--- config.mk ---
export PLATFORM = sky130hd
export DESIGN_NAME = link_ctrl_flat
export DESIGN_NICKNAME = d
export VERILOG_FILES = /design/src/rtl/link_ctrl_pkg.sv /design/src/rtl/link_ctrl_if.sv /design/src/rtl/link_ctrl_timer.sv /design/src/rtl/link_ctrl.sv /design/src/flat_wrapper.sv
export SDC_FILE = /design/constraint.sdc
export NUM_CORES = 2
export LEC_CHECK = 0
export ABC_AREA = 0
export BUFFER_PORTS_ARGS = -buffer_cell sky130_fd_sc_hd__buf_2
export CORE_ASPECT_RATIO = 0.8
export CORE_MARGIN = 2
export CORE_UTILIZATION = 35
export CTS_BUF_LIST = sky130_fd_sc_hd__clkbuf_4
export CTS_CLUSTER_SIZE = 10
export DETAILED_ROUTE_END_ITERATION = 7
export PLACE_DENSITY = 0.62
export SYNTH_ARGS = -nofsm -noshare
export SYNTH_HDL_FRONTEND = slang
export SYNTH_SLANG_ARGS = --single-unit
--- constraint.sdc ---
create_clock -name clk_in -period 36.9 [get_ports clk_in]
set_input_delay 7.38 -clock clk_in [delete_from_list [all_inputs] [get_ports clk_in]]
set_output_delay 7.38 -clock clk_in [all_outputs]
set_load 0.05 [all_outputs]
--- src/rtl/link_ctrl_pkg.sv ---
// Shared types and constants for the inter-board link: frame width, cell codes and link states.
package link_ctrl_pkg;

  localparam int unsigned BOARD_W = 162;
  localparam int unsigned STATE_W = 3;
  localparam int unsigned RETRY_W = 2;

  typedef logic [BOARD_W-1:0] board_t;

  typedef enum logic [1:0] {
    CELL_EMPTY = 2'b00,
    CELL_BLACK = 2'b01,
    CELL_WHITE = 2'b10
  } cell_t;

  typedef enum logic [STATE_W-1:0] {
    ST_IDLE     = 3'd0,
    ST_SEND     = 3'd1,
    ST_WAIT_TX  = 3'd2,
    ST_WAIT_ACK = 3'd3,
    ST_ECHO     = 3'd4,
    ST_ECHO_TX  = 3'd5,
    ST_ERR      = 3'd6
  } link_state_t;

endpackage

--- src/rtl/link_ctrl_if.sv ---
// Board-link bundle between link_ctrl (slave) and its game/tx/rx surroundings (master).
interface link_ctrl_if;
  import link_ctrl_pkg::*;

  logic               move_commit_in;
  board_t             board_in;
  logic               resend_btn_in;
  logic               tx_trigger_out;
  board_t             tx_data_out;
  logic               tx_busy_in;
  logic               rx_ready_in;
  board_t             rx_data_in;
  board_t             peer_board_out;
  logic               peer_valid_out;
  logic               link_err_out;
  logic [RETRY_W-1:0] retry_cnt_out;
  logic [STATE_W-1:0] state_out;

  modport slave (
    input  move_commit_in, board_in, resend_btn_in, tx_busy_in, rx_ready_in, rx_data_in,
    output tx_trigger_out, tx_data_out, peer_board_out, peer_valid_out, link_err_out,
           retry_cnt_out, state_out
  );

  modport master (
    output move_commit_in, board_in, resend_btn_in, tx_busy_in, rx_ready_in, rx_data_in,
    input  tx_trigger_out, tx_data_out, peer_board_out, peer_valid_out, link_err_out,
           retry_cnt_out, state_out
  );

endinterface

--- src/rtl/link_ctrl_timer.sv ---
// Saturating cycle counter with synchronous clear; expire_o flags count == TIMEOUT_CYCLES-1.
module link_ctrl_timer #(
  parameter int unsigned TIMEOUT_CYCLES = 65_000_000,
  parameter int unsigned CNT_W          = $clog2(TIMEOUT_CYCLES)
) (
  input  logic             clk_in,
  input  logic             rst_in,
  input  logic             clear_i,
  input  logic             enable_i,
  output logic [CNT_W-1:0] count_o,
  output logic             expire_o
);

  localparam logic [CNT_W-1:0] LAST = CNT_W'(TIMEOUT_CYCLES - 1);

  logic [CNT_W-1:0] cnt_q, cnt_d;
  logic             expire_q, expire_d;

  always_comb begin
    cnt_d = cnt_q;
    if (clear_i) begin
      cnt_d = '0;
    end else if (enable_i && (cnt_q != LAST)) begin
      cnt_d = cnt_q + CNT_W'(1);
    end
    expire_d = (cnt_d == LAST);
  end

  always_ff @(posedge clk_in or posedge rst_in) begin
    if (rst_in) begin
      cnt_q    <= '0;
      expire_q <= 1'b0;
    end else begin
      cnt_q    <= cnt_d;
      expire_q <= expire_d;
    end
  end

  assign count_o  = cnt_q;
  assign expire_o = expire_q;

endmodule

--- src/rtl/link_ctrl.sv ---
// Board-link sequencer: arbitrates tx between local commits, peer echoes and manual resend,
// waits for the peer's echo-ack with timeout/retry, and delivers peer boards upstream.
module link_ctrl
  import link_ctrl_pkg::*;
#(
  parameter int unsigned TIMEOUT_CYCLES = 65_000_000,
  parameter int unsigned MAX_RETRY      = 3,
  parameter int unsigned TX_MIN_CYC     = 2
) (
  input  logic         clk_in,
  input  logic         rst_in,
  link_ctrl_if.slave   bus_io
);

  localparam int unsigned CNT_W = $clog2(TIMEOUT_CYCLES);

  link_state_t        state_q, state_d;
  board_t             last_sent_q, last_sent_d;
  board_t             pend_board_q, pend_board_d;
  logic               pend_commit_q, pend_commit_d;
  board_t             rx_hold_q, rx_hold_d;
  logic               rx_pend_q, rx_pend_d;
  logic               btn_q;
  logic               tx_trigger_q, tx_trigger_d;
  board_t             tx_data_q, tx_data_d;
  board_t             peer_board_q, peer_board_d;
  logic               peer_valid_q, peer_valid_d;
  logic               link_err_q, link_err_d;
  logic [RETRY_W-1:0] retry_q, retry_d;

  logic             resend_edge;
  logic             tx_done;
  logic             deliver, rx_ack, take_live, take_pend;
  logic [CNT_W-1:0] tmr_count;
  logic             tmr_expire;

  // Timer restarts on every state change, so it measures time spent in the current state.
  link_ctrl_timer #(
    .TIMEOUT_CYCLES (TIMEOUT_CYCLES),
    .CNT_W          (CNT_W)
  ) u_timer (
    .clk_in   (clk_in),
    .rst_in   (rst_in),
    .clear_i  (state_d != state_q),
    .enable_i (1'b1),
    .count_o  (tmr_count),
    .expire_o (tmr_expire)
  );

  assign resend_edge = bus_io.resend_btn_in & ~btn_q;
  // tx_busy_in is ignored until tx has had time to raise it after the trigger.
  assign tx_done     = (tmr_count >= CNT_W'(TX_MIN_CYC - 1)) && !bus_io.tx_busy_in;

  always_comb begin
    state_d       = state_q;
    last_sent_d   = last_sent_q;
    pend_board_d  = pend_board_q;
    pend_commit_d = pend_commit_q;
    rx_hold_d     = rx_hold_q;
    rx_pend_d     = rx_pend_q;
    tx_trigger_d  = 1'b0;
    tx_data_d     = tx_data_q;
    peer_board_d  = peer_board_q;
    peer_valid_d  = 1'b0;
    link_err_d    = link_err_q;
    retry_d       = retry_q;
    deliver       = 1'b0;
    rx_ack        = 1'b0;
    take_live     = 1'b0;
    take_pend     = 1'b0;

    unique case (state_q)
      ST_IDLE: begin
        // A frame arriving this very cycle outranks a commit; handle it once captured.
        if (rx_pend_q) begin
          deliver = 1'b1;
          state_d = ST_ECHO;
        end else if (bus_io.rx_ready_in) begin
          state_d = ST_IDLE;
        end else if (pend_commit_q) begin
          take_pend   = 1'b1;
          last_sent_d = pend_board_q;
          retry_d     = '0;
          state_d     = ST_SEND;
        end else if (bus_io.move_commit_in) begin
          take_live   = 1'b1;
          last_sent_d = bus_io.board_in;
          retry_d     = '0;
          state_d     = ST_SEND;
        end else if (resend_edge) begin
          retry_d = '0;
          state_d = ST_SEND;
        end
      end
      ST_SEND: begin
        tx_data_d    = last_sent_q;
        tx_trigger_d = 1'b1;
        state_d      = ST_WAIT_TX;
      end
      ST_WAIT_TX: begin
        if (tx_done) state_d = ST_WAIT_ACK;
      end
      ST_WAIT_ACK: begin
        if (rx_pend_q && (rx_hold_q == last_sent_q)) begin
          rx_ack  = 1'b1;
          state_d = ST_IDLE;
        end else begin
          deliver = rx_pend_q;
          if (tmr_expire) begin
            if (retry_q < RETRY_W'(MAX_RETRY)) begin
              retry_d = retry_q + RETRY_W'(1);
              state_d = ST_SEND;
            end else begin
              link_err_d = 1'b1;
              state_d    = ST_ERR;
            end
          end
        end
      end
      ST_ECHO: begin
        tx_data_d    = peer_board_q;
        tx_trigger_d = 1'b1;
        state_d      = ST_ECHO_TX;
      end
      ST_ECHO_TX: begin
        if (tx_done) state_d = ST_IDLE;
      end
      ST_ERR: begin
        deliver = rx_pend_q;
        if (resend_edge) begin
          link_err_d = 1'b0;
          retry_d    = '0;
          state_d    = ST_SEND;
        end
      end
      default: state_d = ST_IDLE;
    endcase

    if (deliver) begin
      peer_board_d = rx_hold_q;
      peer_valid_d = 1'b1;
    end
    if (deliver || rx_ack) rx_pend_d = 1'b0;
    // New capture wins over the clear of an older frame handled this cycle.
    if (bus_io.rx_ready_in) begin
      rx_hold_d = bus_io.rx_data_in;
      rx_pend_d = 1'b1;
    end

    if (take_pend) pend_commit_d = 1'b0;
    if (bus_io.move_commit_in && !take_live) begin
      pend_commit_d = 1'b1;
      pend_board_d  = bus_io.board_in;
    end
  end

  always_ff @(posedge clk_in or posedge rst_in) begin
    if (rst_in) begin
      state_q       <= ST_IDLE;
      last_sent_q   <= '0;
      pend_board_q  <= '0;
      pend_commit_q <= 1'b0;
      rx_hold_q     <= '0;
      rx_pend_q     <= 1'b0;
      btn_q         <= 1'b0;
      tx_trigger_q  <= 1'b0;
      tx_data_q     <= '0;
      peer_board_q  <= '0;
      peer_valid_q  <= 1'b0;
      link_err_q    <= 1'b0;
      retry_q       <= '0;
    end else begin
      state_q       <= state_d;
      last_sent_q   <= last_sent_d;
      pend_board_q  <= pend_board_d;
      pend_commit_q <= pend_commit_d;
      rx_hold_q     <= rx_hold_d;
      rx_pend_q     <= rx_pend_d;
      btn_q         <= bus_io.resend_btn_in;
      tx_trigger_q  <= tx_trigger_d;
      tx_data_q     <= tx_data_d;
      peer_board_q  <= peer_board_d;
      peer_valid_q  <= peer_valid_d;
      link_err_q    <= link_err_d;
      retry_q       <= retry_d;
    end
  end

  assign bus_io.tx_trigger_out = tx_trigger_q;
  assign bus_io.tx_data_out    = tx_data_q;
  assign bus_io.peer_board_out = peer_board_q;
  assign bus_io.peer_valid_out = peer_valid_q;
  assign bus_io.link_err_out   = link_err_q;
  assign bus_io.retry_cnt_out  = retry_q;
  assign bus_io.state_out      = state_q;

endmodule

--- src/flat_wrapper.sv ---
// flat-port wrapper written by rule: the top's interface ports become plain ports
module link_ctrl_flat import link_ctrl_pkg::*;
#(
  parameter int unsigned TIMEOUT_CYCLES = 65_000_000,
  parameter int unsigned MAX_RETRY      = 3,
  parameter int unsigned TX_MIN_CYC     = 2
)
  (clk_in, rst_in, bus_io_move_commit_in, bus_io_board_in, bus_io_resend_btn_in, bus_io_tx_busy_in, bus_io_rx_ready_in, bus_io_rx_data_in, bus_io_tx_trigger_out, bus_io_tx_data_out, bus_io_peer_board_out, bus_io_peer_valid_out, bus_io_link_err_out, bus_io_retry_cnt_out, bus_io_state_out);
  link_ctrl_if bus_io_i ();
  input  logic clk_in;
  input  logic rst_in;
  input wire logic [$bits(bus_io_i.move_commit_in)-1:0] bus_io_move_commit_in;
  input wire logic [$bits(bus_io_i.board_in)-1:0] bus_io_board_in;
  input wire logic [$bits(bus_io_i.resend_btn_in)-1:0] bus_io_resend_btn_in;
  input wire logic [$bits(bus_io_i.tx_busy_in)-1:0] bus_io_tx_busy_in;
  input wire logic [$bits(bus_io_i.rx_ready_in)-1:0] bus_io_rx_ready_in;
  input wire logic [$bits(bus_io_i.rx_data_in)-1:0] bus_io_rx_data_in;
  output wire logic [$bits(bus_io_i.tx_trigger_out)-1:0] bus_io_tx_trigger_out;
  output wire logic [$bits(bus_io_i.tx_data_out)-1:0] bus_io_tx_data_out;
  output wire logic [$bits(bus_io_i.peer_board_out)-1:0] bus_io_peer_board_out;
  output wire logic [$bits(bus_io_i.peer_valid_out)-1:0] bus_io_peer_valid_out;
  output wire logic [$bits(bus_io_i.link_err_out)-1:0] bus_io_link_err_out;
  output wire logic [$bits(bus_io_i.retry_cnt_out)-1:0] bus_io_retry_cnt_out;
  output wire logic [$bits(bus_io_i.state_out)-1:0] bus_io_state_out;
  assign bus_io_i.move_commit_in = bus_io_move_commit_in;
  assign bus_io_i.board_in = bus_io_board_in;
  assign bus_io_i.resend_btn_in = bus_io_resend_btn_in;
  assign bus_io_i.tx_busy_in = bus_io_tx_busy_in;
  assign bus_io_i.rx_ready_in = bus_io_rx_ready_in;
  assign bus_io_i.rx_data_in = bus_io_rx_data_in;
  assign bus_io_tx_trigger_out = bus_io_i.tx_trigger_out;
  assign bus_io_tx_data_out = bus_io_i.tx_data_out;
  assign bus_io_peer_board_out = bus_io_i.peer_board_out;
  assign bus_io_peer_valid_out = bus_io_i.peer_valid_out;
  assign bus_io_link_err_out = bus_io_i.link_err_out;
  assign bus_io_retry_cnt_out = bus_io_i.retry_cnt_out;
  assign bus_io_state_out = bus_io_i.state_out;
  link_ctrl #(.TIMEOUT_CYCLES(TIMEOUT_CYCLES), .MAX_RETRY(MAX_RETRY), .TX_MIN_CYC(TX_MIN_CYC)) u_core (.clk_in(clk_in), .rst_in(rst_in), .bus_io(bus_io_i));
endmodule
# Yosys cells after proc, flatten, opt, wreduce, memory -nomap -nowiden
# Index checks and enable logic that the tools add are counted.
totals:
  word_cells: 107
  in_bits: 330
  reg_bits: 848
  output_inout_bits: 332
classes:
  bitwise: 4
  addsub: 2
  mux: 50
  n_reduce_logical: 17
  order_cmp: 2
  n_eq_ne: 17
ops:
  columns: ["cell", "n"]
  rows:
  - ["$mux 162", 2]
  - ["$pmux 162 s2", 1]
  - ["$eq 162x162->1", 1]
  - ["$mux 26", 2]
  - ["$mux 3", 10]
  - ["$add 26x1->26 const B", 1]
  - ["$eq 26x26->1 const B", 1]
  - ["$ge 26x1->1 const B", 1]
  - ["$ne 26x26->1 const B", 1]
  - ["$mux 1", 23]
  - ["$pmux 3 s7", 1]
  - ["$mux 2", 8]
  - ["$ne 2x2->1 const B", 5]
  - ["$reduce_bool 2->1", 5]
  - ["$eq 3x3->1 const B", 3]
  - ["$eq 3x2->1 const B", 2]
  - ["$pmux 2 s3", 1]
  - ["$reduce_and 6->1", 1]
  - ["$reduce_and 5->1", 1]
  - ["$ne 2x1->1 const B", 2]
  - ["$reduce_and 4->1", 1]
  - ["$eq 3x1->1 const B", 1]
  - ["$logic_and 1x1->1", 3]
  - ["$logic_not 3->1", 1]
  - ["other kinds (11)", 14]

# Longest topological paths before layout
logic_depth:
  word_depth: 11
  mapped_depth: 10
  depth_no_buf: 9

# Hierarchy
# Synthesis repeated with hierarchy kept, for this count alone.
hier_totals:
  cells_unflattened: 2914
  area_unflattened_um2: 36785.3
modules_own_cells:
  columns: ["module", "cells_per_inst", "area_per_inst_um2", "seq_area_each_um2", "n_inst"]
  rows:
  - ["link_ctrl", 2750, 35243.8, 20544.7, 1]
  - ["link_ctrl_timer", 164, 1541.5, 675.6, 1]

# Worst setup path before layout
# No wires, ideal clock.
synth_path:
  kind: "input port to flip-flop"
  startpoint: "in bus_io_rx_ready_in"
  endpoint: "reg u_core.pend_board_q[0]"
  setup_time_ns: 0.125
  slack_ns: 27.614
  path_buffers: 3
  required_ns: 36.775
  t_arrival_ns: 9.162
  path_stages: 7
  cell_sequence: "clkbuf_1 -> nor2_1 -> nand3_1 -> o21ai_1 -> clkbuf_1 -> clkbuf_1 -> mux2_2"
synth_via:
  elab_chain_cells: 5
synth_lines:
  columns: ["element", "line_no", "text"]
  rows:
  - ["start, declared", "flat_wrapper.sv:16", "input wire logic [$bits(bus_io_i.rx_ready_in)-1:0] bus_io_rx_ready_in;"]
  - ["$mux 1", "link_ctrl.sv:78", "end else if (bus_io.rx_ready_in) begin"]
  - ["$mux 1", "link_ctrl.sv:75", "if (rx_pend_q) begin"]
  - ["$mux 1", "link_ctrl.sv:72", "unique case (state_q)"]
  - ["$logic_not 1->1", "link_ctrl.sv:151", "if (bus_io.move_commit_in && !take_live) begin"]
  - ["$logic_and 1x1->1", "link_ctrl.sv:151", null]
  - ["end signal, assigned", "link_ctrl.sv:175", "pend_board_q <= pend_board_d;"]
  - ["end, declared", "link_ctrl.sv:19", "board_t pend_board_q, pend_board_d;"]
# No other way between the ends.
# A chain may end at the register's enable or synchronous reset.

# Final worst setup path
layout_path:
  startpoint: "in bus_io_rx_ready_in"
  endpoint: "reg u_core.last_sent_q[11]"
layout_via:
  elab_chain_cells: 2
layout_lines:
  columns: ["element", "line_no", "text"]
  rows:
  - ["$not 1->1 (no line)", null, null]
  - ["$reduce_and 4->1 (no line)", null, null]
  - ["end signal, assigned", "link_ctrl.sv:174", "last_sent_q <= last_sent_d;"]
  - ["end, declared", "link_ctrl.sv:18", "board_t last_sent_q, last_sent_d;"]
# No other way between the ends.

==> results.cfg <==
[outcome]
status = finished clean

[routing]
wirelength_mm = 122
via_per_inst = 4.92
drc = 0
wl_per_cell_um = 23.3
ant_nets = 0
drt-initial-drc-count = 1566
firstDrtPassIters = 5
via_count = 25800

[global_routing]
track_usage_pct = 22.7
antenna_found_initial = 42
grt_pass1_vias = 26000
grt_pass1_wl_mm = 177
grt-ovfl-total = 0
grt_max_degree = 168

[floorplanning]
coreArea_mm2 = 0.104
start_util_pct = 35.2
fp-row-count = 106
die_w_um = 365
die_h_um = 293
io_pins = 662
die-area_mm2 = 0.107

[yosys]
synth_cell_type_count = 53
synthCells = 2930
synth_top_area_share_pct = 58.1
syn_area_mm2 = 0.0366
post-synth-top-area-cell = dfrtp_1
synth_edf_count = 0
yosys_warnings = 0
syn_nets = 3264
syn_area_per_cell_um2 = 12.5
synth_ff_type = dfrtp_1
ys_async_sr_fraction_pct = 100
seq_area_frac_synth_pct = 58.1
synth_area_leaders = dfrtp_1 (58%), mux2_2 (15%), mux2i_1 (8.7%)
synth.ff_latch_count = 848

[place]
gp_congestion = 0.820
hpwl_mm = 87.9
port_buffers = 661

[setup_path]
cp.required_ns = 37.87
endpoint_kind = flop
worstSetupPathType = input pin to flop
reg2reg_from = u_core.rx_hold_q[101]$_DFFE_PP0P_
r2r_slack_ns = 31.89
crit_chain = clkbuf_8 -> nor2_1 -> nand3_1 -> nor2_4 -> buf_4 -> buf_4 -> a21oi_1
path_max_fanout = 84
crit_start = bus_io_rx_ready_in
cp-start-kind = input pin
r2r_end = u_core.bus_io.peer_board_out[41]$_DFFE_PP0P_
cpMostUsedCell = buf_4
endpoint = u_core.last_sent_q[11]$_DFFE_PP0P_
cp_slowest_cell = nor2_4
crit_arrival_ns = 10.92
r2r_cells = 9
cpPeakStageDelay_ns = 0.91

[clocking]
cts_buffer_depth = 3
cts_max_level = 4
cts_root_buffer = clkbuf_4
path_clk_slew_ns = 0.06
cts_setup_buffers = 0
tritoncts = yes
cts_buffers = 219
clk-insertion-delay-late_ns = 1.20
ctsHoldBuffers = 0
clock_sinks = 848
cts-resized-gates = 0

[timing]
finalSetupViolations = 0
hold_slack_ns = 0.472
setup_tns_ns = 0
finalCritPeriodShare_pct = 27.0
worst_slew_pin_slew_ns = 1.11
slew_headroom_pct = 26.2
finClkSkew_ns = 0.0727
fin_crit_ns = 9.96
clock.fmax_mhz = 100
rsz0062_at_grt = false
slew_violations = 0
finalHoldViolations = 0

[cells_and_area]
final_nets = 4003
final_cell_mix = dfrtp_1 (847), buf_2 (660), mux2_2 (483), clkbuf_4 (332), mux2i_1 (316)
area_growth_pct = 20.6
layout-drive-gt1-share_pct = 40.4
layout_commonest_cell = dfrtp_1

[pwr]
power.internal_mw = 2.27
seqPwrFrac_pct = 34.8
leakage_nw = 20.6
switching_share_pct = 47.5
power_switching_mw = 2.05
ir_drop_v = 0.0000699
power_density_mw_per_mm2 = 97.9
pwr-share-comb_pct = 46.4
clkPwrFrac_pct = 18.8

[hold_path]
hp-class = flop to flop
whs_path_depth = 2

[run]
maxCapViolCount = 0
[through the flow]
step	utilization (%)	area [µm²]	power (mW)	setup slack, ns	instances
global placement	39.7	41300	3.52	25.90	4852
global route	42.4	44100	4.57	26.77	5236
floorplan	-	36600	2.86	5.69	2930
finish	42.4	44100	4.31	26.94	5244
CTS	42.3	44000	4.37	27.00	5224
detailed placement	39.7	41300	3.54	25.84	4852
[registers in the layout, summed over array words and instances (netlist names)]
signal and flops:
u_core.bus_io.tx_data_out 162, u_core.bus_io.retry_cnt_out 2, u_core.pend_board_q 162, u_core.btn_q 1
u_core.bus_io.tx_trigger_out 1, u_core.last_sent_q 162, u_core.rx_pend_q 1, u_core.bus_io.peer_valid_out 1
u_core.u_timer.count_o 26, u_core.u_timer.expire_o 1, u_core.pend_commit_q 1, u_core.bus_io.link_err_out 1
u_core.bus_io.state_out 3, u_core.rx_hold_q 162, u_core.bus_io.peer_board_out 162
[final cells by class]
class,count,area [µm²]
multi-input cells,1888,14600
fillers,10100,59900
clock inverters,40,231
diodes,20,50.0
clock buffers,332,2490
flip-flops and latches,848,21200
inverters,16,67.6
well taps,1404,1760
repair buffers,696,3630
[Yosys cell counts, types with 3 or more instances]
library cell,instances
and3_1,8
mux2i_1,316
and2_1,4
inv_1,16
a22oi_1,6
o22ai_1,3
nand4_1,52
o221ai_1,4
xnor2_1,164
nor2_1,206
buf_2,13
a21oi_1,175
dfrtp_1,848
mux2_2,483
nand3_1,11
ha_1,4
nor4_1,16
a31oi_1,4
nor2_2,3
a21o_1,3
nor2b_1,6
clkbuf_1,147
o21ai_0,174
nor3_1,12
nand2_1,184
xor2_1,22
buf_1,15
[power groups by stage]
| stage | sequential, mW | clock [mW] | combinational (mW) |
|---|---|---|---|
| after global placement | 1.51 | 0 | 2.01 |
| after CTS | 1.50 | 0.838 | 2.03 |
| after detailed placement | 1.51 | 0 | 2.03 |
| after floorplan | 2.06 | 0 | 0.800 |
| final | 1.50 | 0.812 | 2.00 |
| after global routing | 1.54 | 0.888 | 2.13 |
[cell families (layout without fill, tap and decap cells)]
kind of cell    count (synthesis)  after routing  synth area share [%]
flops                         848            848                  58.1
mux                           799            799                  23.5
simple gates                  516            516                  6.18
compound gates                382            382                  5.53
buf+inv                       194           1084                  2.08
xor+xnor                      186            186                  4.46
fa+ha+maj                       5              5                 0.164
other cells                     0             20                     0
[routing by layer]
layer	vias up	global-route usage [%]	routed length, µm
met5	-	0	307
met4	50	6.73	2280
met3	190	6.95	9330
met2	780	34.9	55900
met1	12900	30.7	54200
li1	11900	-	-
[worst min path at each step]
stage | start | to | slack [ns]
floorplan | u_core.pend_board_q[10]$_DFFE_PP0P_ | u_core.pend_board_q[10]$_DFFE_PP0P_ | 0.48
global placement | u_core.bus_io.tx_data_out[114]$_DFFE_PP0P_ | u_core.bus_io.tx_data_out[114]$_DFFE_PP0P_ | 0.46
detailed placement | u_core.bus_io.tx_data_out[91]$_DFFE_PP0P_ | u_core.bus_io.tx_data_out[91]$_DFFE_PP0P_ | 0.46
CTS | u_core.bus_io.tx_data_out[91]$_DFFE_PP0P_ | u_core.bus_io.tx_data_out[91]$_DFFE_PP0P_ | 0.48
global route | u_core.bus_io.tx_data_out[124]$_DFFE_PP0P_ | u_core.bus_io.tx_data_out[124]$_DFFE_PP0P_ | 0.50
finish | u_core.bus_io.tx_data_out[91]$_DFFE_PP0P_ | u_core.bus_io.tx_data_out[91]$_DFFE_PP0P_ | 0.47
[worst max-delay path, delay by kind of cell]
| kind | cells | cell delay, ns |
|---|---|---|
| AOI/OAI and AO/OA | 1 | 0.15 |
| buffers and inverters | 3 | 1.78 |
| and+or+nand+nor | 3 | 1.40 |
No activity file was read; power rests on OpenSTA's default activity.
